==> src/rtl/cost_table_feeder.sv <==
// cost_table_feeder: holds an 8x8 table of 7-bit costs for a downstream
// assignment search engine, sequences the engine's reset around table loads,
// and captures its result.
// Optional feature: define COST_LOWER_BOUND_EN to compute LowerBound, the sum
// of the per-worker minimum costs; otherwise LowerBound is tied to 0.
//
// state | meaning
// ------+------------------------------------------------------------------
// LOAD  | accepting 64 row-major cost words, engine held in reset
// RUN   | table complete, engine released, waiting for its result strobe
// DONE  | result captured and held, engine back in reset until Reload
module cost_table_feeder (
  input  logic       CLK,
  input  logic       RST,
  input  logic       InValid,
  input  logic [6:0] InData,
  output logic       InReady,
  input  logic       Reload,
  input  logic [2:0] W,
  input  logic [2:0] J,
  output logic [6:0] Cost,
  output logic       JamRst,
  input  logic       JamValid,
  input  logic [9:0] JamMinCost,
  input  logic [3:0] JamMatchCount,
  output logic       Done,
  output logic [9:0] ResMinCost,
  output logic [3:0] ResMatchCount,
  output logic [9:0] LowerBound
);

  typedef enum logic [1:0] {
    LOAD = 2'd0,
    RUN  = 2'd1,
    DONE = 2'd2
  } state_t;

  state_t     state_q, state_d;
  logic [5:0] wcnt_q;
  logic [6:0] table_q [64];
  logic       jam_rst_q;
  logic [9:0] res_min_q;
  logic [3:0] res_cnt_q;
  logic       accept;
  logic       capture;

  // Reload outranks everything, so a coincident word or strobe is dropped.
  assign accept  = (state_q == LOAD) && InValid && !Reload;
  assign capture = (state_q == RUN) && JamValid && !Reload;

  // Next-state and state-decoded outputs.
  always_comb begin
    state_d = state_q;
    InReady = 1'b0;
    Done    = 1'b0;
    case (state_q)
      LOAD: begin
        InReady = 1'b1;
        if (accept && (wcnt_q == 6'd63)) state_d = RUN;
      end
      RUN: begin
        if (capture) state_d = DONE;
      end
      DONE: begin
        Done = 1'b1;
      end
      default: state_d = LOAD;
    endcase
    if (Reload) state_d = LOAD;
  end

  // State register.
  always_ff @(posedge CLK or posedge RST) begin
    if (RST) state_q <= LOAD;
    else     state_q <= state_d;
  end

  // Engine reset is released only from the second RUN cycle onward, so the
  // engine sees one full cycle of the finished table before it starts; it
  // reasserts on the same edge that leaves RUN.
  always_ff @(posedge CLK or posedge RST) begin
    if (RST) jam_rst_q <= 1'b1;
    else     jam_rst_q <= !((state_q == RUN) && (state_d == RUN));
  end

  assign JamRst = jam_rst_q;

  // Row-major word counter; wraps to 0 on the 64th word.
  always_ff @(posedge CLK or posedge RST) begin
    if (RST)         wcnt_q <= '0;
    else if (Reload) wcnt_q <= '0;
    else if (accept) wcnt_q <= wcnt_q + 6'd1;
  end

  // Cost table; Reload leaves old entries in place until overwritten.
  always_ff @(posedge CLK or posedge RST) begin
    if (RST) begin
      for (int i = 0; i < 64; i++) table_q[i] <= '0;
    end else if (accept) begin
      table_q[wcnt_q] <= InData;
    end
  end

  assign Cost = table_q[{W, J}];

  // Result capture from the search engine.
  always_ff @(posedge CLK or posedge RST) begin
    if (RST) begin
      res_min_q <= '0;
      res_cnt_q <= '0;
    end else if (Reload) begin
      res_min_q <= '0;
      res_cnt_q <= '0;
    end else if (capture) begin
      res_min_q <= JamMinCost;
      res_cnt_q <= JamMatchCount;
    end
  end

  assign ResMinCost    = res_min_q;
  assign ResMatchCount = res_cnt_q;

`ifdef COST_LOWER_BOUND_EN
  logic [6:0] row_min_q;
  logic [6:0] row_min_new;
  logic [9:0] lb_q;

  // Running minimum of the current row; job 0 restarts it.
  always_comb begin
    row_min_new = InData;
    if ((wcnt_q[2:0] != 3'd0) && (row_min_q < InData)) row_min_new = row_min_q;
  end

  // Fold each row's minimum into the bound at the row's last word.
  always_ff @(posedge CLK or posedge RST) begin
    if (RST) begin
      row_min_q <= '0;
      lb_q      <= '0;
    end else if (Reload) begin
      lb_q <= '0;
    end else if (accept) begin
      row_min_q <= row_min_new;
      if (wcnt_q[2:0] == 3'd7) lb_q <= lb_q + {3'b000, row_min_new};
    end
  end

  assign LowerBound = lb_q;
`else
  assign LowerBound = '0;
`endif

endmodule

==> config.mk <==
export PLATFORM = sky130hd
export DESIGN_NAME = cost_table_feeder
export DESIGN_NICKNAME = d
export VERILOG_FILES = /design/src/rtl/cost_table_feeder.sv
export SDC_FILE = /design/constraint.sdc
export NUM_CORES = 1
export LEC_CHECK = 0
export ABC_CLOCK_PERIOD_IN_PS = 36500
export CORE_ASPECT_RATIO = 0.75
export CORE_MARGIN = 2
export CORE_UTILIZATION = 41
export CTS_BUF_LIST = sky130_fd_sc_hd__clkbuf_2 sky130_fd_sc_hd__clkbuf_4 sky130_fd_sc_hd__clkbuf_8
export CTS_CLUSTER_DIAMETER = 30
export DETAILED_ROUTE_END_ITERATION = 6
export DONT_BUFFER_PORTS = 1
export GPL_TIMING_DRIVEN = 0
export PLACE_DENSITY = 0.61
export SETUP_SLACK_MARGIN = 0.1
export SYNTH_ARGS = -nofsm -noshare
export SYNTH_HDL_FRONTEND = slang
export SYNTH_SLANG_ARGS = --single-unit
==> constraint.sdc <==
create_clock -name CLK -period 36.5 [get_ports CLK]
set_input_delay 7.3 -clock CLK [delete_from_list [all_inputs] [get_ports CLK]]
set_output_delay 7.3 -clock CLK [all_outputs]
set_load 0.03 [all_outputs]
## Yosys cells after proc, flatten, opt, wreduce, memory -nomap -nowiden

Index checks and enable logic that the tools add are counted.

- Bits in registers: 471
- Input bits: 32
- Output and inout port bits: 34
- Logic and storage cells: 109

- Add/sub/neg operators: 1
- $lt $le $gt $ge: 3
- Equal/unequal tests: 4
- Muxes and demuxes: 18
- Bitwise logic cells: 2
- Reduce and logical (&&, ||, !) cells: 12

Operators with widths:

| kind | number |
|---|---|
| $bwmux 448 | 1 |
| $bmux 7 s6 | 1 |
| $demux 7 s6 | 1 |
| $mux 7 | 3 |
| $mux 10 | 2 |
| $ge 7x7->1 const B | 2 |
| $not 6->7 | 2 |
| $mux 6 | 2 |
| $mux 4 | 2 |
| $logic_and 1x1->1 | 7 |
| $lt 7x1->1 const B | 1 |
| $add 6x1->6 const B | 1 |
| $eq 6x6->1 const B | 1 |
| $mux 2 | 3 |
| $pmux 2 s3 | 1 |
| $eq 2x1->1 const B | 2 |
| $reduce_bool 2->1 | 2 |
| $eq 2x2->1 const B | 1 |
| $logic_not 1->1 | 2 |
| $logic_not 2->1 | 1 |
| $mux 1 | 2 |

## Longest topological paths before layout

Gate-level depths: netlist (run 1).

- Depth after elaboration: 10
- Depth in mapped cells: 8
- Gate-level depth less buffers: 5

## Worst setup path after synthesis (run 1)

No wires, ideal clock.

- Kind: input port to output port
- Start: input port J[0]
- End: output port Cost[2]
- Data arrival time: 9.096 ns
- Required time: 29.200 ns
- Setup slack: 20.104 ns
- Cell stages on the path: 7
- Path buffers: 3
- Path through: buf_2 -> buf_4 -> buf_2 -> mux4_2 -> a22oi_1 -> nand2_1 -> a32o_1

- Longest elaborated chain between the ends: 4

Ends and longest elaborated chain:

| what | RTL line | RTL |
|---|---|---|
| start: declaration | 20 | `input logic [2:0] J,` |
| $not 6->7 (implied by the code) | 104 | `assign Cost = table_q[{W, J}];` |
| $bmux 7 s6 | 104 |  |
| $mux 7 (implied by the code) (2 in a row) | 104 |  |
| end: declaration | 21 | `output logic [6:0] Cost,` |

No other way between the ends. The select of a mux whose other input is x is not followed.

## Worst setup path in the final report (run 1)

- Start: input port J[1]
- End: output port Cost[0]

Same word-level chain as after synthesis.

==> summary.txt, run 1 <==
Status -> finished clean
M2 GR Usage -> 0.3189
FF+latch count, synth -> 471
Fillers -> 4575
H-tree depth -> 3
Root Buffer -> clkbuf_8
Met3 GRT Util -> 0.06123
Asr flop ratio synth -> 1.000
Max Freq -> 55.75 MHz
Worst r2r src -> state_q[0]
Routability cong. -> 0.9082
Most common cell after layout, fill and taps aside -> dfrtp_1
Most frequent cells in the layout -> dfrtp_1 (470), mux2_2 (448), mux4_2 (112), clkbuf_8 (108), clkbuf_1 (60)
Final #Nets -> 1535
Worst-path clk slew -> 0.06 ns
Slowest stage delay, CP -> 1.00 ns
Clock Path Buffers -> 3
Total length of routed wires -> 59880 microns
Critical Path RT -> 29.20 ns
Post-layout min period -> 17.94 ns
DR vias -> 12954
CP max stage cell -> o21ai_0
Worst-Skew Late Latency -> 0.66 ns
Die Height -> 203.1 microns
Main synth FF type -> dfrtp_1
1st-pass router iterations -> 5
Yosys warnings -> 0
Vias in the first global route -> 13540
Crit-path most repeated cell -> buf_2
Crit Path Max Fanout -> 10
Fin cells -> 2274
Max-cap check violation count -> 0
Layout overhead on the synthesized area -> 13.48%
Leak -> 11.66 nW
Cts hold-fix bufs -> 0
TritonCTS clock tree -> done
TNS Setup -> 0 ns
Global-route wire length before repair -> 89870 microns
Antenna Nets Post-Route -> 0
Die Wd -> 269.5 microns
Hold WS -> 0.4805 ns
Die Area -> 54740 sq um
Slew @ Worst Pin -> 1.273 ns
Cts bufs inserted -> 87
CTS-repair resized insts -> 0
Post-synth EDFFs -> 0
Iteration-0 DRC count of the detailed router -> 1036
Crit end category -> primary output
Placed Cells -> 2116
Post-Syn Instances -> 1400
RSZ-0062 raised after global routing -> no
Core ar. -> 51890 sq um
Hold_sp -> table_q[175]
Crit start category -> input pin
Tot Pwr -> 1.155 mW
Tcrit/Tclk final -> 0.4914
Core Util, Final -> 0.4741
CP Cell Sequence -> buf_2 > buf_6 > buf_2 > buf_2 > mux4_2 > o22ai_1 > o21ai_0 > a22o_1
Fin. max-slew vios -> 0
GRT Total Usage -> 0.2227
DP HPWL -> 41710 microns
Sequential share of the synthesized area -> 0.5438
Antenna violations before repair -> 0
Total gr overflow -> 0
Most Crowded Layer GR -> met1
Met1 Usage GRT -> 0.3317
Num rows -> 72
Wire length per cell -> 26.33 microns
Post-CTS setup buffers -> 0
Max VDD drop -> 26.03 uV
Starting Density -> 0.4178
Area of the multi-input gates -> 9356 sq um
Hold Vio Cnt, Final -> 0
Hold Path Class -> flip-flop to flip-flop
Synthesized cell area -> 21680 sq um
Worst Skew -> 0.02905 ns
Share of layout cells above drive strength 1 -> 0.5360
Final setup fails -> 0
Worst endpoint data arrival time -> 10.64 ns
Port buffer count -> 0
Setup Crit Path Kind -> input pin to primary output
Netlist cell types -> 52
# DRC -> 0
Via density -> 5.697
Pwr/cell area -> 46.94 nW/um^2
Slew margin rel. -> 0.1423
Largest net degree at the start of global routing -> 122
Syn avg cell area -> 15.48 sq um
I/O Pins -> 66
Worst Setup SP -> J[1]
Num Clock Sinks -> 471
Reg area -> 11790 sq um
-- per-stage QoR --
step	setup WS, ns	cell area [sq um]
detailed placement	18.78	22710
global route	18.56	24590
CTS	18.78	24590
floorplan	16.06	21710
global placement	11.02	22590
finish	18.56	24600
-- metal layers --
layer  wire (microns)  vias up
li1                 -     5443
met1            28750     7005
met2            25410      393
met3             4274      113
met4             1445        0
met5                0        -
-- flip-flops by register name, summed over array words and instances, names as in the netlist --
register       flops
state_q            2
ResMinCost        10
JamRst             1
wcnt_q             6
ResMatchCount      4
table_q          448
-- report_power, final --
group          total, mW  leakage, nW  internal (mW)  switching, mW
Sequential         0.539         6.54          0.533        0.00570
Combinational     0.0775         4.14         0.0259         0.0516
Clock              0.538        0.983          0.309          0.229
Total               1.15         11.7          0.868          0.286
-- synthesized netlist by cell type, drive strengths merged, types with 2 or more instances --
| cell type | n | area [sq um] |
|---|---|---|
| dfrtp | 470 | 11760 |
| mux2 | 453 | 5101 |
| mux4 | 112 | 2522 |
| clkbuf | 60 | 225.2 |
| buf | 57 | 334.1 |
| nor2 | 55 | 326.6 |
| nand2 | 44 | 227.7 |
| a22o | 19 | 166.4 |
| mux2i | 16 | 160.2 |
| a21oi | 13 | 65.06 |
| o221ai | 11 | 96.34 |
| o22ai | 10 | 62.56 |
| o21ai | 8 | 40.04 |
| a221oi | 7 | 61.31 |
| a22oi | 7 | 52.55 |
| a211oi | 5 | 37.54 |
| nand2b | 5 | 31.28 |
| and2 | 4 | 25.02 |
| nand3 | 4 | 32.53 |
| nand3b | 4 | 30.03 |
| nor2b | 4 | 25.02 |
| nor3b | 4 | 30.03 |
| xor2 | 3 | 26.28 |
| and3b | 2 | 17.52 |
| inv | 2 | 7.510 |
| nand4 | 2 | 18.77 |
| nor3 | 2 | 21.27 |
| o22a | 2 | 17.52 |
| or3 | 2 | 12.51 |
| xnor2 | 2 | 17.52 |
-- area by class of cell --
type,instances,share of cell area
Inverter,2,0.0006103
Clock buffer,126,0.06592
Tap cell,703,0.03576
Buffer,117,0.02274
Sequential cell,471,0.4792
Clock inverter,30,0.01078
Multi-Input combinational cell,819,0.3803
Antenna cell,2,0.0002034
Timing Repair Buffer,4,0.004476
-- cells by family (layout without fill, tap and decap cells) --
logic type	after synthesis	count (layout)	share of synthesized area
fa+ha+maj	1	1	0.0005771
mux	581	581	0.3591
xor+xnor	5	5	0.002021
compound gates	84	84	0.02851
buf+inv	119	279	0.02615
simple gates	138	138	0.03971
other cells	1	12	0.0001730
flops	471	471	0.5438
-- worst paths after layout --
| path | end | slack [ns] | cells past startpoint |
|---|---|---|---|
| max | Cost[0] | 18.56 | 8 |
| min | table_q[175] | 0.48 | 1 |
| max reg2reg | table_q[0] | 33.92 | 4 |
| min reg2reg | table_q[175] | 0.48 | 1 |
| max in group asynchronous | table_q[353] | 28.53 | 3 |
| min in group asynchronous | table_q[105] | 6.55 | 1 |
-- critical path: cells and delay by family --
family	cells	cell delay [ns]
multiplexers	1	0.32
AO/OA/AOI/OAI	3	1.61
buffers and inverters	4	1.40
(Power assumes the default switching activity.)
==> run 2: changes to the inputs <==
ABC_CLOCK_PERIOD_IN_PS = 14400   (was 36500)
PLACE_DENSITY = 0.63   (was 0.61)
clock period = 14.4 ns   (was 36.5 ns; I/O delays follow)
==> summary.txt, run 2 (same netlist as run 1, synthesis figures left out) <==
Status -> finished clean
Worst-path clk slew -> 0.07 ns
Cts bufs inserted -> 85
Worst Skew -> 0.03147 ns
DP HPWL -> 42500 microns
Max VDD drop -> 96.43 uV
Leak -> 11.77 nW
Root Buffer -> clkbuf_8
GRT Total Usage -> 0.2255
Num rows -> 72
Hold depth -> 1
Routability cong. -> 0.9091
Largest net degree at the start of global routing -> 44
Iteration-0 DRC count of the detailed router -> 1168
Slew margin rel. -> 0.2319
Antenna Nets Post-Route -> 0
Hold Path Class -> flip-flop to flip-flop
Top reg by flops -> table_q
Die Wd -> 269.5 microns
Max-cap check violation count -> 0
Setup Crit Path Kind -> input pin to primary output
Cts hold-fix bufs -> 0
TNS Setup -> 0 ns
Wire length per cell -> 26.59 microns
Worst-Skew Late Latency -> 0.66 ns
RSZ-0062 raised after global routing -> no
Fin. max-slew vios -> 0
Crit start category -> input pin
Hold WS -> 0.4873 ns
Tcrit/Tclk final -> 0.6262
# DRC -> 0
Clock Path Buffers -> 3
Slew @ Worst Pin -> 1.152 ns
Pwr/cell area -> 122.3 nW/um^2
Vias in the first global route -> 13895
Global-route wire length before repair -> 91050 microns
Sequential share of power -> 0.449
Starting Density -> 0.4178
Port buffer count -> 0
Antenna violations before repair -> 2
TritonCTS clock tree -> done
Via density -> 5.731
Post-CTS setup buffers -> 0
Final setup fails -> 0
Fillers -> 4520
Core ar. -> 51890 sq um
Die Height -> 203.1 microns
Most frequent cells in the layout -> dfrtp_1 (470), mux2_2 (448), mux4_2 (112), clkbuf_8 (104), clkbuf_1 (60)
DR vias -> 13061
Crit end category -> primary output
Share of layout cells above drive strength 1 -> 0.5375
Total gr overflow -> 0
Internal power -> 2.309 mW
Layout overhead on the synthesized area -> 14.72%
Most common cell after layout, fill and taps aside -> dfrtp_1
Die Area -> 54740 sq um
1st-pass router iterations -> 5
Post-layout min period -> 9.018 ns
Combinational Power Share -> 0.067
Clk network pwr share -> 0.485
Tot Pwr -> 3.042 mW
I/O Pins -> 66
Final #Nets -> 1542
Worst slack, placed -> 5.528 ns
Critical Path RT -> 11.52 ns
Crit Path Max Fanout -> 10
Hold Vio Cnt, Final -> 0
CTS-repair resized insts -> 0
Max Freq -> 110.9 MHz
Worst-case reg-to-reg path depth -> 4
Num Clock Sinks -> 471
H-tree depth -> 3
Worst endpoint data arrival time -> 6.14 ns
Switching Fraction -> 0.2412
Final worst slack -> 5.382 ns
Total length of routed wires -> 60600 microns
Max reg flops -> 448
Sw power -> 0.7337 mW
## run 2: power groups by stage
stage,clock network [mW],registers [mW],logic (mW)
floorplan,0,1.39,0.130
global placement,0,1.39,0.189
detailed placement,0,1.39,0.202
CTS,1.50,1.36,0.202
global route,1.56,1.37,0.217
finish,1.47,1.37,0.202
## run 2: layer usage
layer / GRT usage / up-vias / wire length, microns
met5: 0.03070 / - / 230
met4: 0.06468 / 4 / 1410
met3: 0.07959 / 91 / 5327
met2: 0.3177 / 468 / 25730
met1: 0.3253 / 7047 / 27900
li1: - / 5451 / -
## run 2: metrics by stage
step	instances	instance area, sq um	utilization
2_1_floorplan	1409	21710	-
3_3_place_gp	2112	22590	0.4354
3_5_place_dp	2125	22850	0.4404
4_1_cts	2277	24860	0.4792
5_1_grt	2277	24860	0.4792
6_report	2279	24870	0.4793
## run 2: layout make-up
| type | instances | area (sq um) | area share |
|---|---|---|---|
| buffer | 117 | 559.3 | 0.02249 |
| clock buffer | 123 | 1574 | 0.06329 |
| clock inverter | 29 | 435.4 | 0.01751 |
| multi-input combinational | 819 | 9356 | 0.3762 |
| tap | 703 | 879.6 | 0.03537 |
| antenna | 2 | 5.005 | 0.0002012 |
| timing repair buffer | 13 | 260.3 | 0.01046 |
| sequential | 471 | 11790 | 0.4740 |
| inverter | 2 | 11.26 | 0.0004528 |
## run 2: critical path: stages
cell and delay, ns:
buf_2 0.23, buf_6 0.24, buf_2 0.46, buf_2 0.49, mux4_2 0.33, o22ai_1 0.08
o21ai_0 0.86, a22o_1 0.54
## run 2: path summary, 6_finish.rpt
path                       slack [ns]            to    startpoint
min in group asynchronous        2.17   table_q[92]           RST
max                              5.38       Cost[5]          J[1]
min                              0.49  table_q[175]  table_q[175]
min reg2reg                      0.49  table_q[175]  table_q[175]
max in group asynchronous       10.68  table_q[391]           RST
max reg2reg                     11.76   table_q[62]    state_q[0]
==> run 3: changes to the inputs <==
ABC_CLOCK_PERIOD_IN_PS = 7900   (was 14400)
clock period = 7.9 ns   (was 14.4 ns; I/O delays follow)
==> results of run 3 <==
The final DEF is identical to that of run 2. Status: finished clean.
Among the figures that moved: setup slack after placement 5.528 ns -> 1.628 ns; setup slack after layout 5.382 ns -> 1.482 ns; register-to-register setup slack 11.76 ns -> 5.26 ns; total power 3.042 mW -> 5.546 mW; worst IR drop on VDD 96.43 uV -> 175.8 uV
